--- src/rtl/hub75_line_driver.sv ---
`timescale 1ns/1ps
`default_nettype none
// +----------------------------------------------------------------------------+
// | Module      : hub75_line_driver                                            |
// | Description : Takes one scanline pair (upper and lower 64-pixel columns)   |
// |               and drives the HUB75 pins. Three bit-planes are shown with   |
// |               binary-coded modulation: shift the plane, latch it, then     |
// |               hold OE low for BASE_OE_CYCLES << plane cycles.              |
// |               Build macro LINE_DBUF_EN selects a front/back line buffer,   |
// |               so the next pair can be accepted while the current one is    |
// |               being displayed.                                             |
// | Revision    : 1.0 - initial release                                        |
// +----------------------------------------------------------------------------+
module hub75_line_driver #(
  parameter int NUM_ROWS       = 64,
  parameter int SCAN_RATE      = 32,
  parameter int RGB_RES        = 9,
  parameter int BASE_OE_CYCLES = 8
) (
  input  logic                                    clk_in,
  input  logic                                    rst_in,
  input  logic [1:0][NUM_ROWS-1:0][RGB_RES-1:0]   columns,
  input  logic [$clog2(SCAN_RATE)-1:0]            col_num,
  input  logic                                    data_valid,
  output logic                                    hub75_ready,
  output logic                                    r1,
  output logic                                    g1,
  output logic                                    b1,
  output logic                                    r2,
  output logic                                    g2,
  output logic                                    b2,
  output logic                                    sclk,
  output logic                                    latch,
  output logic                                    oe_n,
  output logic [$clog2(SCAN_RATE)-1:0]            addr
);

  localparam int ADDR_W = $clog2(SCAN_RATE);
  localparam int PIX_W  = $clog2(NUM_ROWS);
  localparam int CH_W   = RGB_RES / 3;
  // One counter serves both the shift phase (2 cycles per pixel) and the OE hold.
  localparam int SH_W   = PIX_W + 1;
  localparam int OE_W   = $clog2(BASE_OE_CYCLES * 4);
  localparam int CNT_W  = (SH_W > OE_W) ? SH_W : OE_W;

  localparam logic [CNT_W-1:0] C_SHIFT_LAST = CNT_W'(2 * NUM_ROWS - 1);
  localparam logic [1:0]       C_LAST_PLANE = 2'd2;

  typedef enum logic [1:0] {
    S_IDLE  = 2'd0,
    S_SHIFT = 2'd1,
    S_LATCH = 2'd2,
    S_SHOW  = 2'd3
  } state_t;

  typedef logic [1:0][NUM_ROWS-1:0][RGB_RES-1:0] line_t;

  state_t              r_state;
  state_t              w_state_nxt;
  logic [CNT_W-1:0]    r_cnt;
  logic [CNT_W-1:0]    w_cnt_nxt;
  logic [1:0]          r_plane;
  logic [1:0]          w_plane_nxt;
  logic [CNT_W-1:0]    w_oe_last;
  logic                r_pend;       // a captured pair is waiting to be displayed
  logic                w_pend_nxt;
  logic                w_cap;        // pair accepted on this edge
  logic                w_start;      // display of the pending pair begins on this edge
  logic                r_ready;
  logic                w_ready_nxt;

  line_t               w_disp_nxt;   // buffer being displayed after this edge
  logic [ADDR_W-1:0]   w_num_nxt;

  logic                r_oe_n;
  logic                r_latch;
  logic                r_sclk;
  logic [5:0]          r_rgb;
  logic [ADDR_W-1:0]   r_addr;

  logic [PIX_W-1:0]    w_pix;
  logic [RGB_RES-1:0]  w_px_u;
  logic [RGB_RES-1:0]  w_px_l;
  logic [CH_W-1:0]     w_r_u, w_g_u, w_b_u;
  logic [CH_W-1:0]     w_r_l, w_g_l, w_b_l;
  logic [5:0]          w_rgb_nxt;

  assign w_cap      = r_ready && data_valid;
  // A capture on the same edge as a start refills the slot, so capture wins.
  assign w_pend_nxt = w_cap | (r_pend & ~w_start);
  assign w_oe_last  = CNT_W'((BASE_OE_CYCLES << r_plane) - 1);

`ifdef LINE_DBUF_EN
  line_t             r_back;
  line_t             r_front;
  logic [ADDR_W-1:0] r_back_num;
  logic [ADDR_W-1:0] r_front_num;

  // Back buffer takes new pairs; it moves to the front when display of it starts.
  always_ff @(posedge clk_in) begin
    if (w_cap) begin
      r_back     <= columns;
      r_back_num <= col_num;
    end
    if (w_start) begin
      r_front     <= r_back;
      r_front_num <= r_back_num;
    end
  end

  assign w_disp_nxt  = w_start ? r_back : r_front;
  assign w_num_nxt   = w_start ? r_back_num : r_front_num;
  assign w_ready_nxt = ~w_pend_nxt;
`else
  line_t             r_buf;
  logic [ADDR_W-1:0] r_buf_num;

  // Single line buffer; only written while idle, so it is stable during display.
  always_ff @(posedge clk_in) begin
    if (w_cap) begin
      r_buf     <= columns;
      r_buf_num <= col_num;
    end
  end

  assign w_disp_nxt  = r_buf;
  assign w_num_nxt   = r_buf_num;
  assign w_ready_nxt = (w_state_nxt == S_IDLE) && ~w_pend_nxt;
`endif

  // Next-state, counter and plane sequencing for shift / latch / show.
  always_comb begin
    w_state_nxt = r_state;
    w_cnt_nxt   = r_cnt;
    w_plane_nxt = r_plane;
    w_start     = 1'b0;
    unique case (r_state)
      S_IDLE: begin
        if (r_pend) begin
          w_state_nxt = S_SHIFT;
          w_cnt_nxt   = '0;
          w_plane_nxt = '0;
          w_start     = 1'b1;
        end
      end
      S_SHIFT: begin
        if (r_cnt == C_SHIFT_LAST) begin
          w_state_nxt = S_LATCH;
          w_cnt_nxt   = '0;
        end else begin
          w_cnt_nxt = r_cnt + CNT_W'(1);
        end
      end
      S_LATCH: begin
        w_state_nxt = S_SHOW;
        w_cnt_nxt   = '0;
      end
      S_SHOW: begin
        if (r_cnt == w_oe_last) begin
          w_cnt_nxt = '0;
          if (r_plane == C_LAST_PLANE) begin
            w_plane_nxt = '0;
            // With a pair already waiting, go straight into its first shift.
            if (r_pend) begin
              w_state_nxt = S_SHIFT;
              w_start     = 1'b1;
            end else begin
              w_state_nxt = S_IDLE;
            end
          end else begin
            w_plane_nxt = r_plane + 2'd1;
            w_state_nxt = S_SHIFT;
          end
        end else begin
          w_cnt_nxt = r_cnt + CNT_W'(1);
        end
      end
      default: begin
        w_state_nxt = S_IDLE;
      end
    endcase
  end

  // Pixel and bit-plane selection for the data presented after this edge.
  assign w_pix  = w_cnt_nxt[PIX_W:1];
  assign w_px_u = w_disp_nxt[0][w_pix];
  assign w_px_l = w_disp_nxt[1][w_pix];
  assign w_r_u  = w_px_u[3*CH_W-1:2*CH_W];
  assign w_g_u  = w_px_u[2*CH_W-1:CH_W];
  assign w_b_u  = w_px_u[CH_W-1:0];
  assign w_r_l  = w_px_l[3*CH_W-1:2*CH_W];
  assign w_g_l  = w_px_l[2*CH_W-1:CH_W];
  assign w_b_l  = w_px_l[CH_W-1:0];
  assign w_rgb_nxt = {w_r_u[w_plane_nxt], w_g_u[w_plane_nxt], w_b_u[w_plane_nxt],
                      w_r_l[w_plane_nxt], w_g_l[w_plane_nxt], w_b_l[w_plane_nxt]};

  // State register plus glitch-free registered panel pins; reset blanks the panel at once.
  always_ff @(posedge clk_in or negedge rst_in) begin
    if (!rst_in) begin
      r_state <= S_IDLE;
      r_cnt   <= '0;
      r_plane <= '0;
      r_pend  <= 1'b0;
      r_ready <= 1'b0;
      r_oe_n  <= 1'b1;
      r_latch <= 1'b0;
      r_sclk  <= 1'b0;
      r_rgb   <= '0;
      r_addr  <= '0;
    end else begin
      r_state <= w_state_nxt;
      r_cnt   <= w_cnt_nxt;
      r_plane <= w_plane_nxt;
      r_pend  <= w_pend_nxt;
      r_ready <= w_ready_nxt;
      r_oe_n  <= (w_state_nxt != S_SHOW);
      r_latch <= (w_state_nxt == S_LATCH);
      r_sclk  <= (w_state_nxt == S_SHIFT) && w_cnt_nxt[0];
      r_rgb   <= (w_state_nxt == S_SHIFT) ? w_rgb_nxt : 6'd0;
      if (w_state_nxt == S_LATCH) begin
        r_addr <= w_num_nxt;
      end
    end
  end

  assign hub75_ready = r_ready;
  assign oe_n        = r_oe_n;
  assign latch       = r_latch;
  assign sclk        = r_sclk;
  assign addr        = r_addr;
  assign {r1, g1, b1, r2, g2, b2} = r_rgb;

endmodule
`default_nettype wire

--- config.mk ---
export PLATFORM = sky130hd
export DESIGN_NAME = hub75_line_driver
export DESIGN_NICKNAME = d
export VERILOG_FILES = /design/src/rtl/hub75_line_driver.sv
export SDC_FILE = /design/constraint.sdc
export NUM_CORES = 1
export LEC_CHECK = 0
export ABC_AREA = 1
export BUFFER_PORTS_ARGS = -buffer_cell sky130_fd_sc_hd__buf_2
export CAP_MARGIN = 10
export CORE_AREA = 2 2 458 460
export CTS_CLUSTER_DIAMETER = 150
export DETAILED_ROUTE_END_ITERATION = 10
export DIE_AREA = 0 0 460 462
export SKIP_CTS_REPAIR_TIMING = 1
export SLEW_MARGIN = 40
export SYNTH_ARGS = -nofsm -noshare
export SYNTH_HDL_FRONTEND = slang
export SYNTH_SLANG_ARGS = --single-unit
export TNS_END_PERCENT = 5
--- constraint.sdc ---
create_clock -name clk_in -period 71.3 [get_ports clk_in]
set_input_delay 10.695 -clock clk_in [delete_from_list [all_inputs] [get_ports clk_in]]
set_output_delay 10.695 -clock clk_in [all_outputs]
set_load 0.03 [all_outputs]
==> results.py <==
metrics = {
    "power": {
        "p_seq_share_pct": 51.3,
        "irDropWorstVdd_mv": 0.0237,
        "combPwrFrac_pct": 2.4,
        "power.density_nw_per_um2": 23.8,
        "p_sw_share_pct": 20.8,
        "power.internal_mw": 1.18,
        "p_sw_mw": 0.310,
        "finalPower_mw": 1.49,
        "clock_power_share_pct": 46.4,
        "p_leak_nw": 24.8,
    },
    "grt": {
        "antenna_found_initial": 98,
        "grt_start_max_net_pins": 126,
        "grt_pass1_wl_mm": 278,
        "grt_pass1_vias": 37200,
        "track_usage_pct": 18.7,
        "gr-total-overflow": 0,
    },
    "timing": {
        "grt_setup_unrepaired": "false",
        "period_minus_slack_ps": 13370,
        "relSlewSlack_pct": 44.8,
        "finalHoldViolations": 0,
        "skew_ps": 36.7,
        "slew_violations": 0,
        "setup_tns_ps": 0,
        "setup_viol": 0,
        "worst_slew_pin_slew_ps": 828,
        "finalCritPeriodShare_pct": 18.8,
        "fmax_mhz": 74.8,
    },
    "drt": {
        "antenna_left": 0,
        "via_per_inst": 4.49,
        "routed_wl_mm": 208,
        "vias": 37900,
        "drc": 0,
        "drt_iter0_drc": 3737,
        "drt_pass1_iterations": 6,
        "avgRoutedWirePerCell_um": 24.6,
    },
    "synth": {
        "syn_nets": 5600,
        "netlist_instances": 4435,
        "synth-seq-cells": 1184,
        "synth_enable_flop_cells": 1157,
        "synth.avg_cell_area_um2": 11.1,
        "synth_area_um2": 49300,
        "synth_warnings": 0,
        "synthDistinctLibCells": 36,
        "synthTopCellsByArea": "edfxtp_1 (70%), nand2_1 (8.1%), nor2_1 (5.7%)",
        "synth_top_area_cell": "edfxtp_1",
        "ys.flop_type": "edfxtp_1",
        "synthTopCellsByCount": "edfxtp_1 (1,157), nand2_1 (1,066), nor2_1 (753)",
        "yosysTopAreaCellShare_pct": 70.5,
        "yosysSeqAreaShare_pct": 71.8,
        "post-synth-top-count-cell": "edfxtp_1",
        "synth-async-reset-ratio_pct": 2.28,
    },
    "clock_network": {
        "cts_root_buf": "clkbuf_16",
        "cts_buffers": 136,
        "clk_latency_ps": 770,
        "cts_max_path_buffers": 3,
        "cts_tree": "done",
        "cts.sinks": 1184,
        "htreeDepth": 4,
        "path_clk_slew_ps": 60,
    },
    "layout": {
        "layout-drive-gt1-share_pct": 25.9,
        "syn2layout_area_growth_pct": 27.1,
        "nets": 6720,
        "multi_input_area_um2": 12000,
        "seqCellArea_um2": 35400,
        "nFillCells": 21500,
    },
    "placed_design": {
        "port_buffers": 1174,
        "gp_congestion": 0.884,
        "dpl.hpwl_mm": 151,
    },
    "die": {
        "core.rowCount": 168,
        "dieWidth_um": 460,
        "die_area_um2": 213000,
        "start_util_pct": 23.7,
        "fp.dieH_um": 462,
        "ios": 1175,
        "coreArea_um2": 208000,
    },
    "worst_setup_path": {
        "startpoint_type": "primary input",
        "worstPathArrival_ps": 13740,
        "endpoint_kind": "flop",
        "critPathMaxFanout": 86,
        "worstSetupPathType": "in2reg",
        "cp.required_ps": 71670,
    },
    "status": {
        "status": "complete, no violations",
    },
    "hold_path": {
        "hold_class": "reg2reg",
    },
    "flow_run": {
        "drv_cap": 0,
    },
}
-- layout by cell type, fill, tap and decap left out, types with 4 or more instances in the layout --
cell type / netlist / routed
buf_2: 130 / 1174
edfxtp_1: 1157 / 1157
nand2_1: 1066 / 1062
nor2_1: 753 / 753
nand3_1: 412 / 412
o21ai_0: 399 / 395
inv_1: 207 / 206
clkbuf_16: 0 / 138
diode_2: 0 / 68
o21ai_1: 53 / 56
buf_4: 29 / 46
clkbuf_1: 83 / 29
dfrtp_1: 26 / 26
clkinv_1: 1 / 24
a21oi_1: 25 / 23
nand3b_1: 20 / 20
clkinv_2: 0 / 18
o211ai_1: 10 / 10
or2_2: 9 / 9
bufinv_16: 0 / 9
buf_6: 0 / 9
clkinv_8: 0 / 6
nand2_8: 0 / 5
ha_1: 5 / 5
clkinvlp_4: 0 / 5
buf_12: 0 / 5
nand2_2: 8 / 4
nand4_1: 4 / 4
inv_8: 0 / 4
clkinv_4: 0 / 4
inv_6: 0 / 4
-- kinds of logic (layout without fill, tap and decap cells) --
family	count (synthesis)	after routing	share of synthesized area (%)
fa+ha+maj	5	5	0.127
other cells	0	68	0
buf+inv	469	1694	4.12
simple gates	2277	2277	18.7
flops	1184	1184	71.8
xor+xnor	2	2	0.0355
compound gates	498	498	5.20
-- cell type report --
type,count,area share (%)
diodes,68,0.272
clock buffers,168,5.71
clock inverters,75,1.23
inverters,213,1.31
multi-input cells,2782,19.1
flip-flops and latches,1184,56.5
well taps,2720,5.43
repair buffers,1238,10.4
-- registers in the layout (all words and copies together), names as in the netlist --
signal	flops
addr	5
hub75_ready	1
latch	1
oe_n	1
r_buf	1152
r_buf_num	5
r_cnt	7
r_pend	1
r_plane	2
r_rgb	6
r_state	2
sclk	1
-- final timing paths --
| check | from | end | slack (ps) | cells past startpoint |
|---|---|---|---|---|
| min reg2reg | r_buf_num[2]$_DFFE_PP_ | addr[2]$_DFFE_PN0P_ | 460 | 2 |
| max | data_valid | r_buf[262]$_DFFE_PP_ | 57930 | 7 |
| max in group asynchronous | rst_in | oe_n$_DFF_PN1_ | 60980 | 1 |
| min in group asynchronous | rst_in | sclk$_DFF_PN0_ | 9900 | 1 |
| min | r_buf_num[2]$_DFFE_PP_ | addr[2]$_DFFE_PN0P_ | 460 | 2 |
| max reg2reg | r_state[0]$_DFF_PN0_ | r_rgb[2]$_DFF_PN0_ | 64220 | 19 |
-- critical path, cell delays in order --
cell and delay (ps):
buf_2 110, nand2_1 150, inv_8 320, buf_16 270
buf_6 640, buf_6 660, buf_6 650
-- routing by layer --
metal,wire length (um),vias to the layer above,track usage [%],share of wire (%)
met1,78400,18200,21.5,38
met3,17300,386,5.33,8.3
met4,8400,72,7.54,4.0
met5,461,-,0,0.22
li1,-,17500,-,-
met2,103000,1767,32.8,50
-- stage by stage --
stage,hold slack (ps),cell area [um^2],util [%],instances,setup WS (ps)
after floorplan,426,49300,-,4435,36760
after global placement,446,58000,27.9,8132,56370
after detailed placement,447,58100,27.9,8136,57090
after CTS,464,62400,30.0,8379,57950
after global routing,482,62600,30.1,8415,57790
final,464,62600,30.1,8448,57930
-- power groups by stage --
stage          combinational (mW)  clock, mW  sequential [mW]
2_1_floorplan          0.00000840          0            0.778
6_report                   0.0350      0.690            0.763
3_3_place_gp               0.0336          0            0.778
4_1_cts                    0.0350      0.706            0.763
3_5_place_dp               0.0347          0            0.778
5_1_grt                    0.0378      0.731            0.763
(Power assumes the default switching activity.)
